==> config.mk <==
export PLATFORM = sky130hd
export DESIGN_NAME = alu_result_stage
export DESIGN_NICKNAME = d
export VERILOG_FILES = /design/src/rtl/alu_result_stage.sv
export SDC_FILE = /design/constraint.sdc
export NUM_CORES = 1
export LEC_CHECK = 0
export BUFFER_PORTS_ARGS = -buffer_cell sky130_fd_sc_hd__clkbuf_2
export CAP_MARGIN = 20
export CELL_PAD_IN_SITES_DETAIL_PLACEMENT = 0
export CELL_PAD_IN_SITES_GLOBAL_PLACEMENT = 1
export CORE_MARGIN = 3
export CORE_UTILIZATION = 44
export DETAILED_ROUTE_END_ITERATION = 10
export PLACE_DENSITY_LB_ADDON = 0.1
export SLEW_MARGIN = 20
export SYNTH_ARGS = -nofsm -noshare
export SYNTH_HDL_FRONTEND = slang
export SYNTH_SLANG_ARGS = --single-unit
==> constraint.sdc <==
create_clock -name clock -period 11.7 [get_ports clock]
set_input_delay 0.585 -clock clock [delete_from_list [all_inputs] [get_ports clock]]
set_output_delay 0.585 -clock clock [all_outputs]
set_load 0.01 [all_outputs]
==> src/rtl/alu_result_stage.sv <==
// Registered ALU result stage: captures LO/HI results with zero/negative flags into a
// 2-entry skid buffer (head + skid) so the ALU can keep issuing while the bus side stalls.
module alu_result_stage #(
    parameter int DATA_W = 32
) (
    input  logic              clock,
    input  logic              clear,
    input  logic              in_valid,
    output logic              in_ready,
    input  logic [DATA_W-1:0] in_lo,
    input  logic [DATA_W-1:0] in_hi,
    input  logic              in_wide,
    output logic              out_valid,
    input  logic              out_ready,
    output logic [DATA_W-1:0] z_lo,
    output logic [DATA_W-1:0] z_hi,
    output logic              flag_zero,
    output logic              flag_neg,
    output logic [1:0]        occupancy,
    output logic [1:0]        state_dbg
);

    // Handshake: a transfer happens on a rising edge where valid & ready are both high.
    // in_ready depends only on state (and clear); out_valid only on state. A producer
    // holding valid keeps its data stable until the transfer completes.

    typedef enum logic [1:0] {
        EMPTY = 2'd0,
        ONE   = 2'd1,
        FULL  = 2'd2
    } state_t;

    typedef struct packed {
        logic [DATA_W-1:0] lo;
        logic [DATA_W-1:0] hi;
        logic              zero;
        logic              neg;
    } entry_t;

    state_t state, state_nxt;
    entry_t head, skid, cap;
    logic   push, pop;
    logic   load_head_new, load_head_skid, load_skid;
    logic [DATA_W-1:0] cap_hi;

    // Flags are fixed when the result is captured, not recomputed downstream.
    assign cap_hi   = in_wide ? in_hi : '0;
    assign cap.lo   = in_lo;
    assign cap.hi   = cap_hi;
    assign cap.zero = (in_lo == '0) && (cap_hi == '0);
    assign cap.neg  = in_wide ? in_hi[DATA_W-1] : in_lo[DATA_W-1];

    assign in_ready  = !clear && (state != FULL);
    assign out_valid = (state != EMPTY);
    assign push      = in_valid && in_ready;
    assign pop       = out_valid && out_ready;

    assign z_lo      = head.lo;
    assign z_hi      = head.hi;
    assign flag_zero = head.zero;
    assign flag_neg  = head.neg;
    assign occupancy = state;
    assign state_dbg = state;

    always_comb begin
        state_nxt      = state;
        load_head_new  = 1'b0;
        load_head_skid = 1'b0;
        load_skid      = 1'b0;
        case (state)
            EMPTY: begin
                if (push) begin
                    state_nxt     = ONE;
                    load_head_new = 1'b1;
                end
            end
            ONE: begin
                if (push && !pop) begin
                    state_nxt = FULL;
                    load_skid = 1'b1;
                end else if (pop && !push) begin
                    state_nxt = EMPTY;
                end else if (push && pop) begin
                    load_head_new = 1'b1;
                end
            end
            FULL: begin
                if (pop) begin
                    state_nxt      = ONE;
                    load_head_skid = 1'b1;
                end
            end
            default: state_nxt = EMPTY;
        endcase
    end

    always_ff @(posedge clock or posedge clear) begin
        if (clear) begin
            state <= EMPTY;
            head  <= '0;
            skid  <= '0;
        end else begin
            state <= state_nxt;
            if (load_head_new) begin
                head <= cap;
            end else if (load_head_skid) begin
                head <= skid;
            end
            if (load_skid) begin
                skid <= cap;
            end
        end
    end

endmodule
==> results of run 1 <==
path summary, 6_finish.rpt:
check                                          from                  endpoint  slack (ps)  cells past startpoint
setup / recovery           occupancy[0]$_DFFE_PP0P_       z_lo[3]$_DFFE_PP0P_        8680                      9
hold / removal                                clear  occupancy[0]$_DFFE_PP0P_         360                      2
setup reg to reg           occupancy[0]$_DFFE_PP0P_       z_lo[3]$_DFFE_PP0P_        8680                      9
hold reg to reg                skid[38]$_DFFE_PP0P_       z_lo[4]$_DFFE_PP0P_         480                      2
max in group asynchronous                     clear       z_hi[0]$_DFFE_PP0P_        9900                      3
min in group clock                        in_hi[10]      skid[12]$_DFFE_PP0P_         440                      3
flip-flops by register name, summed over array words and instances, names as in the netlist:
name and count:
skid 66, z_hi 32, z_lo 32, occupancy 2, flag_neg 1, flag_zero 1
layer usage:
metal	GRT usage, %	routed length, um	vias to the layer above
met5	0	0	-
met4	6.793	157	0
met3	6.014	927	11
met2	30.98	6790	138
met1	29.16	6814	2269
li1	-	-	2205
through the flow:
step	hold slack (ps)	setup slack (ps)	utilization, %	power [mW]	instances
2_1_floorplan	442.5	7532	-	1.083	556
3_3_place_gp	455.2	8762	51.54	1.269	827
3_5_place_dp	469.8	8709	51.54	1.292	827
4_1_cts	371.8	8722	55.72	1.779	859
5_1_grt	418.7	8338	55.79	1.883	859
6_report	356.7	8678	55.79	1.758	859
power breakdown:
| part | total (mW) | internal (mW) | switching (mW) |
|---|---|---|---|
| clock network | 0.479 | 0.298 | 0.181 |
| registers | 0.788 | 0.670 | 0.118 |
| logic | 0.491 | 0.219 | 0.272 |
| total | 1.76 | 1.19 | 0.570 |
cells in the mapped netlist (all sizes together):
| cell | count | area (um2) |
|---|---|---|
| buf | 17 | 112.6 |
| mux2i | 34 | 340.3 |
| nand3 | 65 | 325.3 |
| nor2b | 2 | 12.51 |
| nand2 | 103 | 386.6 |
| ha | 2 | 25.02 |
| a21o | 1 | 7.510 |
| clkbuf | 29 | 108.9 |
| dfrtp | 134 | 3353 |
| and2 | 3 | 18.77 |
| or2 | 1 | 6.260 |
| or3b | 1 | 11.26 |
| o21a | 1 | 7.510 |
| a21oi | 2 | 13.76 |
| o41ai | 1 | 8.760 |
| or3 | 1 | 6.260 |
| nor2 | 2 | 7.510 |
| o22ai | 1 | 12.51 |
| nor3b | 1 | 7.510 |
| o21ai | 66 | 330.3 |
| nor4 | 16 | 100.1 |
| mux2 | 32 | 360.4 |
| a22oi | 32 | 240.2 |
| o211ai | 1 | 7.510 |
| a32o | 1 | 10.01 |
| nand4 | 4 | 25.02 |
| inv | 3 | 11.26 |
kinds of logic after synthesis:
| kind of cell | Yosys count |
|---|---|
| simple gates | 199 |
| flops | 134 |
| compound gates | 106 |
| mux | 66 |
| buf+inv | 49 |
| fa+ha+maj | 2 |
area by class of cell:
| type | instances | area, um2 |
|---|---|---|
| sequential | 134 | 3353 |
| fill | 1216 | 5670 |
| timing repair buffer | 145 | 738.2 |
| clock inverter | 3 | 15.01 |
| tap | 172 | 215.2 |
| clock buffer | 29 | 520.5 |
| multi-input combinational | 373 | 2298 |
| inverter | 3 | 13.76 |
==> flow_summary.yaml, run 1 <==
logic_synthesis:
  synth_compound_area_share_pct: 10.90
  synth_mux_area_share_pct: 11.96
  yosysSeqAreaShare_pct: 57.25
  ys.warnings.count: 0
  synth_nets: 627
  ys_types: 31
  synth_top_family_by_area: "simple AND/OR/NAND/NOR gates"
  syn-instance-count: 556
  ys_ff_latch: 134
  syn_avg_cell_area_um2: 10.53
  synth_xor_area_share_pct: 0
  synthAdderAreaFrac_pct: 0.4273
  synthSimpleGateAreaFrac_pct: 15.49
  syn-cell-area_um2: 5857
timing:
  fmax_ghz: 0.3309
  timing_hold_violations_final: 0
  report.final.setup_viol: 0
  drv_slew: 0
  worst_pin_slew_ps: 997.4
  rsz0062_at_grt: "no"
  fin_crit_ps: 3022
  skew_ps: 6.779
  setup-tns-final_ps: 0
  fin_crit_sh_pct: 25.83
  max-slew-margin-rel_pct: 33.27
routing:
  vias: 4623
  drc: 0
  wirelength_mm: 14.69
  drtAntennaViolNets: 0
  drt-vias-per-instance: 5.382
  drt-wirelength-per-cell_um: 17.10
  firstDrtPassIters: 4
  drt-initial-drc-count: 292
critical_path:
  crit_chain: "nor2b_1 > nor2_1 > and2_1 > ha_1 > nand2_1 > a21oi_4 > buf_4 > a22oi_1 > nand2_1"
  cp-end-kind: "flip-flop"
  max_stage_delay_ps: 670
  slowest_stage: "buf_4"
  critPathMostFrequentCell: "nand2_1"
  worstSetupPathType: "flip-flop to flip-flop"
  cp_max_fo: 72
  critical-path-top-delay-family: "compound AO/OA/AOI/OAI gates"
  crit_path_start_kind: "flip-flop"
  worst-endpoint-required_ps: 12030
  cp.arrival_ps: 3360
  path_buf_inv: 1
power:
  p_per_area_nw_per_um2: 245.7
  irDropWorstVdd_mv: 0.1230
  leakage_nw: 3.450
clocking:
  cts.reportedPaths.clkPinSlew_ps: 50
  cts_hold_buf: 0
  cts_resized: 0
  cts_setup_buffers: 0
  h-tree-depth: 4
  cts_tree: "yes"
  cts_sinks: 134
  cts_inserted_buffers: 17
  ctsLongestPathBuffers: 2
  root_buffer: "clkbuf_16"
  insertion_delay_ps: 410
place:
  io_buffers: 140
  place_congestion: 0.7728
  dp_hpwl_mm: 9.254
  place_area_um2: 6610
floorplan:
  die_h_um: 121.4
  dieWidth_um: 121.4
  std_cell_rows: 41
  io_pins: 141
  start_util_pct: 45.67
  dieArea_um2: 14730
  coreArea_um2: 12820
global_route:
  antenna_found_initial: 0
  grt_pass1_wl_mm: 23.97
  overflow: 0
  grt_use_total_pct: 20.73
  grt_max_degree: 101
  grt_pass1_vias: 4659
final_layout:
  layout-drive-gt1-share_pct: 30.57
  layout_common_cells: "clkbuf_2 (140), dfrtp_1 (134), nand2_1 (101)"
  area_growth_pct: 22.15
  diodes: 0
  fin_area_um2: 7154
  nets: 745
  final_common_cell: "clkbuf_2"
status:
  status: "complete, no violations"
worst_hold_path:
  hold_path_class: "primary input to async pin"
run:
  cap_violations: 0
(Power assumes the default switching activity.)
==> inputs of run 2 (changes only) <==
- CORE_UTILIZATION: 44 -> 37
- clock period: 11.7 -> 2.7 ns (I/O delays scaled with it)
==> run 2 against run 1 <==
The flow now finishes with violations (hold timing). Non-clock buffer count rose by 57. Die area rose by 18%. Cell area up 9.2%. Sequential cell count unchanged. Register-to-register slack got worse by 8400 ps. Sequential power grew to 4.3 times the previous value. First-iteration DRC count down 7.9%. Total power grew to 4.4 times the previous value. Global-route usage fell by 2.5 points. Critical endpoint is now skid[60]$_DFFE_PP0P_. Largest cell class unchanged. Largest power group unchanged.
==> flow_summary.yaml, run 2 (same netlist as run 1, synthesis figures left out) <==
final_layout:
  nFillCells: 1487
  area_growth_pct: 33.35
  final_common_cell: "clkbuf_2"
  diodes: 0
  regMostFlops: "skid"
  largest_reg_flops: 66
  layout-drive-gt1-share_pct: 29.28
  nets: 802
  layout_common_cells: "clkbuf_2 (140), dfrtp_1 (134), nand2_1 (101)"
  fin_util_pct: 50.81
power:
  p_switching_mw: 2.485
  irDropWorstVdd_mv: 0.5445
  seqPwrFrac_pct: 43.8
  leakage_nw: 3.710
  p_per_area_nw_per_um2: 992.6
  comb_power_share_pct: 28.8
  internal_power_mw: 5.267
  switching_share_pct: 32.06
  p_clk_share_pct: 27.3
timing:
  fin_crit_sh_pct: 89.71
  setup-tns-final_ps: 0
  timing_hold_violations_final: 35
  report.final.setup_viol: 0
  setup_slack_ps: 277.8
  skew_ps: 6.398
  max-slew-margin-rel_pct: 47.70
  fin_crit_ps: 2422
  drv_slew: 0
  worst_pin_slew_ps: 784.4
  rsz0062_at_grt: "no"
  hold_ws_ps: -54.07
  fmax_ghz: 0.4128
critical_path:
  cp.arrival_ps: 2710
  cp_max_fo: 61
  worst-endpoint-required_ps: 2990
  cp-end-kind: "flip-flop"
  crit_path_start_kind: "flip-flop"
  worstSetupPathType: "flip-flop to flip-flop"
status:
  violations: "hold timing"
  status: "finished, violations left"
routing:
  drtAntennaViolNets: 0
  dr_wl_met3_um: 687
  drc: 0
  wl_met1_mm: 7.127
  wirelength_mm: 15.43
  drt-vias-per-instance: 4.992
  drt-wirelength-per-cell_um: 16.20
  firstDrtPassIters: 5
  wl_met2_mm: 7.462
  vias: 4752
  top_layer_used: "met4"
  drt-initial-drc-count: 269
floorplan:
  die_h_um: 131.8
  start_util_pct: 38.10
  dieWidth_um: 131.8
  coreArea_um2: 15370
  io_pins: 141
  std_cell_rows: 45
  dieArea_um2: 17380
clocking:
  cts_sinks: 134
  cts.reportedPaths.clkPinSlew_ps: 50
  h-tree-depth: 4
  cts_inserted_buffers: 17
  ctsLongestPathBuffers: 2
  insertion_delay_ps: 410
  root_buffer: "clkbuf_16"
  cts_tree: "yes"
global_route:
  grt_use_total_pct: 18.21
  grt_max_degree: 135
  antenna_found_initial: 0
  overflow: 0
  grt_pass1_wl_mm: 25.41
  grt_pass1_vias: 4866
place:
  dp_hpwl_mm: 9.697
  io_buffers: 140
  place_congestion: 0.7775
  place_ws_ps: 138.6
worst_hold_path:
  hold_path_class: "primary input to async pin"
run:
  cap_violations: 0
==> run 2: path summary, 6_finish.rpt <==
kind	end	from	slack (ps)	depth (start not counted)
setup / recovery	skid[60]$_DFFE_PP0P_	occupancy[1]$_DFFE_PP0P_	280	8
hold / removal	occupancy[0]$_DFFE_PP0P_	clear	-50	3
setup reg to reg	skid[60]$_DFFE_PP0P_	occupancy[1]$_DFFE_PP0P_	280	8
hold reg to reg	skid[20]$_DFFE_PP0P_	skid[20]$_DFFE_PP0P_	480	2
max in group asynchronous	z_lo[2]$_DFFE_PP0P_	clear	2200	3
min in group clock	skid[7]$_DFFE_PP0P_	in_hi[5]	10	3
==> run 2: final cells by class <==
cell class	count	area [um2]	share of cell area, %
sequential	134	3353	42.94
multi-input combinational	373	2291	29.33
timing repair buffer	202	1354	17.33
clock buffer	25	485.5	6.216
tap	211	264.0	3.380
clock inverter	4	47.55	0.6088
inverter	3	15.01	0.1922
==> run 2: metrics by stage <==
step	power, mW	instances	instance area, um2
after floorplan	4.693	556	5861
after global placement	5.575	873	6775
after detailed placement	5.654	873	6775
after CTS	7.861	952	7809
after global routing	8.309	952	7810
final	7.753	952	7810
==> run 2: power by group through the flow <==
| stage | Sequential, mW | Combinational [mW] | Clock (mW) |
|---|---|---|---|
| 2_1_floorplan | 3.54 | 1.15 | 0 |
| 3_3_place_gp | 3.40 | 2.18 | 0 |
| 3_5_place_dp | 3.43 | 2.22 | 0 |
| 4_1_cts | 3.41 | 2.28 | 2.17 |
| 5_1_grt | 3.53 | 2.52 | 2.26 |
| 6_report | 3.40 | 2.24 | 2.12 |
==> run 2: critical path, stage by stage (launching register included) <==
cell and delay (ps):
dfrtp_1 530, nor2b_1 310, nor2_1 100, and2_1 180, ha_1 170, nor2b_1 160, nand2_4 210, buf_12 270
mux2_2 360
==> run 2: routing by layer <==
layer | global-route usage, % | vias to the layer above
met5 | 0 | -
met2 | 29.74 | 105
met3 | 4.885 | 10
met1 | 23.76 | 2319
met4 | 5.834 | 0
li1 | - | 2318
==> run 2: timing repair <==
item	in CTS	in global routing
hold buffers	50	0
gates resized for setup	0	1
setup endpoints to repair	0	18
buffers inserted	0	0
endpoints found under the hold margin	82	0
